<file path="src/rtl/mult_div_unit.sv">
// Iterative MIPS multiply/divide unit holding the architectural HI/LO registers.
// Optional macro MDU_DIV0_FLAG_EN adds a div_zero pulse and a short-cut divide-by-zero path.
module mult_div_unit #(
    parameter int unsigned WIDTH = 32
) (
    input  logic             clk,
    input  logic             reset,
    input  logic             start,
    input  logic [1:0]       op,
    input  logic [WIDTH-1:0] rs_data,
    input  logic [WIDTH-1:0] rt_data,
    input  logic             hi_we,
    input  logic             lo_we,
    input  logic [WIDTH-1:0] wdata,
    output logic             busy,
    output logic             done,
`ifdef MDU_DIV0_FLAG_EN
    output logic             div_zero,
`endif
    output logic [WIDTH-1:0] hi,
    output logic [WIDTH-1:0] lo
);

    localparam int unsigned CntW = $clog2(WIDTH + 1);

    typedef enum logic [1:0] {StIdle, StCalc, StFix} state_e;

    state_e               state_q, state_d;
    logic [CntW-1:0]      cnt_q, cnt_d;
    logic                 is_div_q, is_div_d;
    logic                 div0_q, div0_d;
    logic                 neg_res_q, neg_res_d;
    logic                 neg_rem_q, neg_rem_d;
    logic [WIDTH-1:0]     rs_raw_q, rs_raw_d;
    logic [WIDTH-1:0]     dvsr_q, dvsr_d;
    logic [2*WIDTH-1:0]   acc_q, acc_d;
    logic [WIDTH-1:0]     rem_q, rem_d;
    logic [WIDTH-1:0]     hi_q, hi_d;
    logic [WIDTH-1:0]     lo_q, lo_d;
    logic                 done_q, done_d;
`ifdef MDU_DIV0_FLAG_EN
    logic                 divz_q, divz_d;
`endif

    logic                 is_signed;
    logic [WIDTH-1:0]     rs_mag, rt_mag;
    logic [WIDTH:0]       shifted;
    logic                 ge;
    logic [WIDTH:0]       sum;
    logic [WIDTH-1:0]     quo, rem;
    logic [2*WIDTH-1:0]   prod;

    // State register
    always_ff @(posedge clk or posedge reset) begin
        if (reset) begin
            state_q <= StIdle;
        end else begin
            state_q <= state_d;
        end
    end

    // Next-state logic
    always_comb begin
        state_d = state_q;
        unique case (state_q)
            StIdle: begin
                if (start) begin
`ifdef MDU_DIV0_FLAG_EN
                    if (op[1] && (rt_data == '0)) begin
                        state_d = StFix;
                    end else begin
                        state_d = StCalc;
                    end
`else
                    state_d = StCalc;
`endif
                end
            end
            StCalc: begin
                if (cnt_q == CntW'(1)) begin
                    state_d = StFix;
                end
            end
            StFix:   state_d = StIdle;
            default: state_d = StIdle;
        endcase
    end

    // Outputs come straight from registers
    always_comb begin
        busy = (state_q != StIdle);
        done = done_q;
        hi   = hi_q;
        lo   = lo_q;
`ifdef MDU_DIV0_FLAG_EN
        div_zero = divz_q;
`endif
    end

    // Datapath next-state
    always_comb begin
        cnt_d     = cnt_q;
        is_div_d  = is_div_q;
        div0_d    = div0_q;
        neg_res_d = neg_res_q;
        neg_rem_d = neg_rem_q;
        rs_raw_d  = rs_raw_q;
        dvsr_d    = dvsr_q;
        acc_d     = acc_q;
        rem_d     = rem_q;
        hi_d      = hi_q;
        lo_d      = lo_q;
        done_d    = 1'b0;
`ifdef MDU_DIV0_FLAG_EN
        divz_d    = 1'b0;
`endif
        is_signed = ~op[0];
        rs_mag    = (is_signed && rs_data[WIDTH-1]) ? -rs_data : rs_data;
        rt_mag    = (is_signed && rt_data[WIDTH-1]) ? -rt_data : rt_data;
        shifted   = {rem_q, acc_q[WIDTH-1]};
        ge        = (shifted >= {1'b0, dvsr_q});
        sum       = {1'b0, acc_q[2*WIDTH-1:WIDTH]} + (acc_q[0] ? {1'b0, dvsr_q} : '0);
        quo       = neg_res_q ? -acc_q[WIDTH-1:0] : acc_q[WIDTH-1:0];
        rem       = neg_rem_q ? -rem_q : rem_q;
        prod      = neg_res_q ? -acc_q : acc_q;

        unique case (state_q)
            StIdle: begin
                if (hi_we) hi_d = wdata;
                if (lo_we) lo_d = wdata;
                if (start) begin
                    // Both operations start from the magnitude of rs in the low half
                    is_div_d  = op[1];
                    div0_d    = op[1] && (rt_data == '0);
                    neg_res_d = is_signed && (rs_data[WIDTH-1] ^ rt_data[WIDTH-1]);
                    neg_rem_d = is_signed && rs_data[WIDTH-1];
                    rs_raw_d  = rs_data;
                    dvsr_d    = rt_mag;
                    acc_d     = {{WIDTH{1'b0}}, rs_mag};
                    rem_d     = '0;
                    cnt_d     = CntW'(WIDTH);
                end
            end
            StCalc: begin
                cnt_d = cnt_q - CntW'(1);
                if (is_div_q) begin
                    rem_d                = ge ? WIDTH'(shifted - {1'b0, dvsr_q})
                                              : shifted[WIDTH-1:0];
                    acc_d[WIDTH-1:0]     = {acc_q[WIDTH-2:0], ge};
                end else begin
                    acc_d = {sum, acc_q[WIDTH-1:1]};
                end
            end
            StFix: begin
                done_d = 1'b1;
`ifdef MDU_DIV0_FLAG_EN
                divz_d = div0_q;
`endif
                if (is_div_q) begin
                    if (div0_q) begin
                        hi_d = rs_raw_q;
                        lo_d = '1;
                    end else begin
                        hi_d = rem;
                        lo_d = quo;
                    end
                end else begin
                    {hi_d, lo_d} = prod;
                end
            end
            default: ;
        endcase
    end

    always_ff @(posedge clk or posedge reset) begin
        if (reset) begin
            cnt_q     <= '0;
            is_div_q  <= 1'b0;
            div0_q    <= 1'b0;
            neg_res_q <= 1'b0;
            neg_rem_q <= 1'b0;
            rs_raw_q  <= '0;
            dvsr_q    <= '0;
            acc_q     <= '0;
            rem_q     <= '0;
            hi_q      <= '0;
            lo_q      <= '0;
            done_q    <= 1'b0;
`ifdef MDU_DIV0_FLAG_EN
            divz_q    <= 1'b0;
`endif
        end else begin
            cnt_q     <= cnt_d;
            is_div_q  <= is_div_d;
            div0_q    <= div0_d;
            neg_res_q <= neg_res_d;
            neg_rem_q <= neg_rem_d;
            rs_raw_q  <= rs_raw_d;
            dvsr_q    <= dvsr_d;
            acc_q     <= acc_d;
            rem_q     <= rem_d;
            hi_q      <= hi_d;
            lo_q      <= lo_d;
            done_q    <= done_d;
`ifdef MDU_DIV0_FLAG_EN
            divz_q    <= divz_d;
`endif
        end
    end

endmodule

</file>
<file path="config.mk">
export PLATFORM = sky130hd
export DESIGN_NAME = mult_div_unit
export DESIGN_NICKNAME = d
export VERILOG_FILES = /design/src/rtl/mult_div_unit.sv
export SDC_FILE = /design/constraint.sdc
export NUM_CORES = 1
export LEC_CHECK = 0
export ABC_CLOCK_PERIOD_IN_PS = 10650
export CAP_MARGIN = 10
export CORE_MARGIN = 2
export CORE_UTILIZATION = 50
export CTS_BUF_LIST = sky130_fd_sc_hd__clkbuf_16
export CTS_CLUSTER_DIAMETER = 200
export DETAILED_ROUTE_END_ITERATION = 12
export PLACE_DENSITY = 0.73
export SLEW_MARGIN = 10
export SYNTH_ARGS = -nofsm -noshare
export SYNTH_HDL_FRONTEND = slang
export SYNTH_SLANG_ARGS = --single-unit
</file>
<file path="constraint.sdc">
create_clock -name clk -period 10.65 [get_ports clk]
set_input_delay 2.13 -clock clk [delete_from_list [all_inputs] [get_ports clk]]
set_output_delay 2.13 -clock clk [all_outputs]
set_load 0.01 [all_outputs]
</file>
==> flow_summary.toml <==
[synth]
synthSimpleGateAreaFrac = 0.194
yosys.area_share.adder = 0.0527
synth-edff-count = 0
synth_top_family_by_area = "compound AO/OA/AOI/OAI gates"
synthArstFlopShare = 1.00
yosys.area_share.xor_xnor = 0.0957
synth_compound_area_frac = 0.238
synth_area_um2 = 17400
ys_warn_count = 0
syn-num-nets = 2342
avgSynthCellArea_um2 = 8.02
ys_ff_latch = 237
muxShareOfSynthArea = 0.0340
yosysSeqAreaShare = 0.341
netlist_instances = 2167
synth_cell_type_count = 70
synthFlopType = "dfrtp_1"

[timing]
fmax_mhz = 213
worstMarginPinSlew_ps = 1120
skew_ps = 13.1
setup_viol_count_final = 0
period_needed_ps = 4690
slew_violations = 0
hold_violations = 0
fin_crit_sh = 0.441
max-slew-margin-rel = 0.244
fin_tns_setup_ps = 0
grt_setup_unrepaired = "false"

[final_layout]
layout_commonest_cell = "nand2_1"
diodes = 0
nFillCells = 3139
drive_above_1_share = 0.0430
final_cell_mix = "nand2_1, o21ai_0, dfrtp_1, clkdlybuf4s50_1, nor2_1"
syn_to_final_growth_pct = 17.1
nets = 2432
fin_cells = 2733

[routing]
drt_pass1_iterations = 6
vias = 17500
ant_nets = 0
routed_wl_mm = 65.8
vias_per_cell = 6.39
drtIter0Drc = 1858
drc = 0
wl_per_cell_um = 24.1

[critical_path]
arrival_ps = 5100
end_kind = "flop"
worstSetupPathType = "primary input to flop"
worstSetupStartpointType = "primary input"
critPathRequiredTime_ps = 11050
crit_fanout = 6

[global_route]
grt_antenna_before_repair = 1
grt_pass1_vias = 16600
grt_pass1_wl_mm = 100
track_usage = 0.361
grt_max_degree = 100
overflow = 0

[clock_tree]
clkTransAtPathRegs_ps = 60
cts_root_buf = "clkbuf_16"
clockBufferDepth = 3
clock_sinks = 237
ctsResizeCount = 0
cts_max_level = 1
cts_made_buffers = 28
post-cts-setup-buffer-count = 0
cts_tree = "yes"
clk-insertion-delay-late_ps = 560
cts-hold-fix-buffers = 0

[power]
p_leak_nw = 8.52
ir_drop_uv = 149
power_density_nw_per_um2 = 339

[die]
io_pins = 169
placementRows = 68
die_x_um = 190
dieArea_um2 = 36300
initial_core_util = 0.506
core-area_um2 = 34400
die_y_um = 190

[placement]
place_congestion = 1.00
dp_cells = 2682
hpwlAfterDp_mm = 50.4
portBuffers = 168

[flow_run]
maxCapViolations = 0

[status]
status = "finished, final reports clean"

[hold_path]
hold_class = "flop to flop"
[registers in the layout, indices dropped and copies added (netlist names)]
register and cells:
lo 32, cnt_q 6, div0_q 1, done 1, is_div_q 1, rem_q 32, hi 32, dvsr_q 32
acc_q 64, neg_res_q 1, rs_raw_q 32, state_q 2, neg_rem_q 1
[layer usage]
| layer | up-vias | wire length [µm] | global-route usage |
|---|---|---|---|
| met4 | 2 | 3830 | 0.172 |
| met5 | - | 9 | 0 |
| met1 | 8334 | 26700 | 0.477 |
| met2 | 923 | 29200 | 0.577 |
| met3 | 185 | 6070 | 0.0607 |
| li1 | 8018 | - | - |
[logic make-up after synthesis]
kind of cell | count (synthesis)
XOR/XNOR | 190
buffers and inverters | 204
flip-flops | 237
adder cells (fa/ha/maj) | 72
AO/OA/AOI/OAI | 658
multiplexers | 59
AND/OR/NAND/NOR | 747
[path summary, 6_finish.rpt]
kind                             start         end  slack (ps)  cells past startpoint
setup reg to reg             acc_q[10]      hi[29]        6360                      8
min in group asynchronous        reset    acc_q[4]        2070                      2
hold / removal                cnt_q[5]    cnt_q[5]         480                      1
hold reg to reg               cnt_q[5]    cnt_q[5]         480                      1
max in group asynchronous        reset    is_div_q        6930                      3
setup / recovery           rt_data[10]  dvsr_q[26]        5960                      9
[synthesized netlist by cell type (5+ instances only)]
| library cell | count | area (µm²) |
|---|---|---|
| a21oi_1 | 97 | 485 |
| nor2b_1 | 9 | 56.3 |
| o221ai_1 | 19 | 166 |
| o21a_1 | 9 | 67.6 |
| nor3b_1 | 5 | 37.5 |
| inv_1 | 72 | 270 |
| mux2i_1 | 59 | 591 |
| xnor2_1 | 102 | 893 |
| or2_2 | 7 | 43.8 |
| or3_1 | 19 | 119 |
| nand4_1 | 21 | 131 |
| a211oi_1 | 21 | 158 |
| a21o_1 | 17 | 128 |
| ha_1 | 70 | 876 |
| a211o_1 | 5 | 43.8 |
| o21bai_1 | 10 | 75.1 |
| o31ai_1 | 46 | 345 |
| nand2b_1 | 19 | 119 |
| a31oi_1 | 31 | 194 |
| nand3_1 | 43 | 215 |
| o21ai_0 | 261 | 1310 |
| xor2_1 | 88 | 771 |
| dfrtp_1 | 237 | 5930 |
| o211ai_1 | 26 | 195 |
| nor2_1 | 152 | 571 |
| buf_1 | 13 | 48.8 |
| o22ai_1 | 30 | 188 |
| nor3_1 | 45 | 225 |
| o41ai_1 | 17 | 149 |
| nand2_1 | 350 | 1310 |
| a32oi_1 | 9 | 78.8 |
| or4_1 | 16 | 120 |
| and3_1 | 17 | 106 |
| nor4_1 | 20 | 125 |
| clkbuf_1 | 117 | 439 |
| and2_1 | 10 | 62.6 |
| a221oi_1 | 13 | 114 |
[power breakdown]
part | switching, mW | internal, mW | total, mW
logic | 2.38 | 1.56 | 3.94
registers | 0.589 | 1.32 | 1.91
clock network | 0.416 | 0.637 | 1.05
[worst max-delay path: stages]
cell and delay, ps:
clkdlybuf4s50_1 450, or4_1 570, nor3_1 260, and2_1 250, nand2_1 80, nor4_1 850
a31oi_1 220, xnor2_1 190, o21ai_0 90
[layout make-up]
class / instances / area (µm²) / share of cell area
clock inverter: 22 / 265 / 0.0130
clock buffer: 29 / 726 / 0.0357
timing repair buffer: 191 / 1850 / 0.0911
inverter: 73 / 282 / 0.0138
multi-input combinational: 1726 / 10700 / 0.527
tap: 455 / 569 / 0.0280
sequential: 237 / 5930 / 0.292
[stage by stage]
stage / power (mW) / worst slack [ps] / instance area [µm²] / util / hold WS (ps)
2_1_floorplan: 4.34 / 2020 / 17400 / - / 445
3_3_place_gp: 5.70 / 5460 / 19400 / 0.563 / 459
3_5_place_dp: 5.76 / 5400 / 19400 / 0.563 / 466
4_1_cts: 6.82 / 5980 / 20400 / 0.592 / 481
5_1_grt: 7.35 / 5670 / 20400 / 0.592 / 494
6_report: 6.90 / 5960 / 20400 / 0.592 / 477
Power figures use the tool's default switching activity.
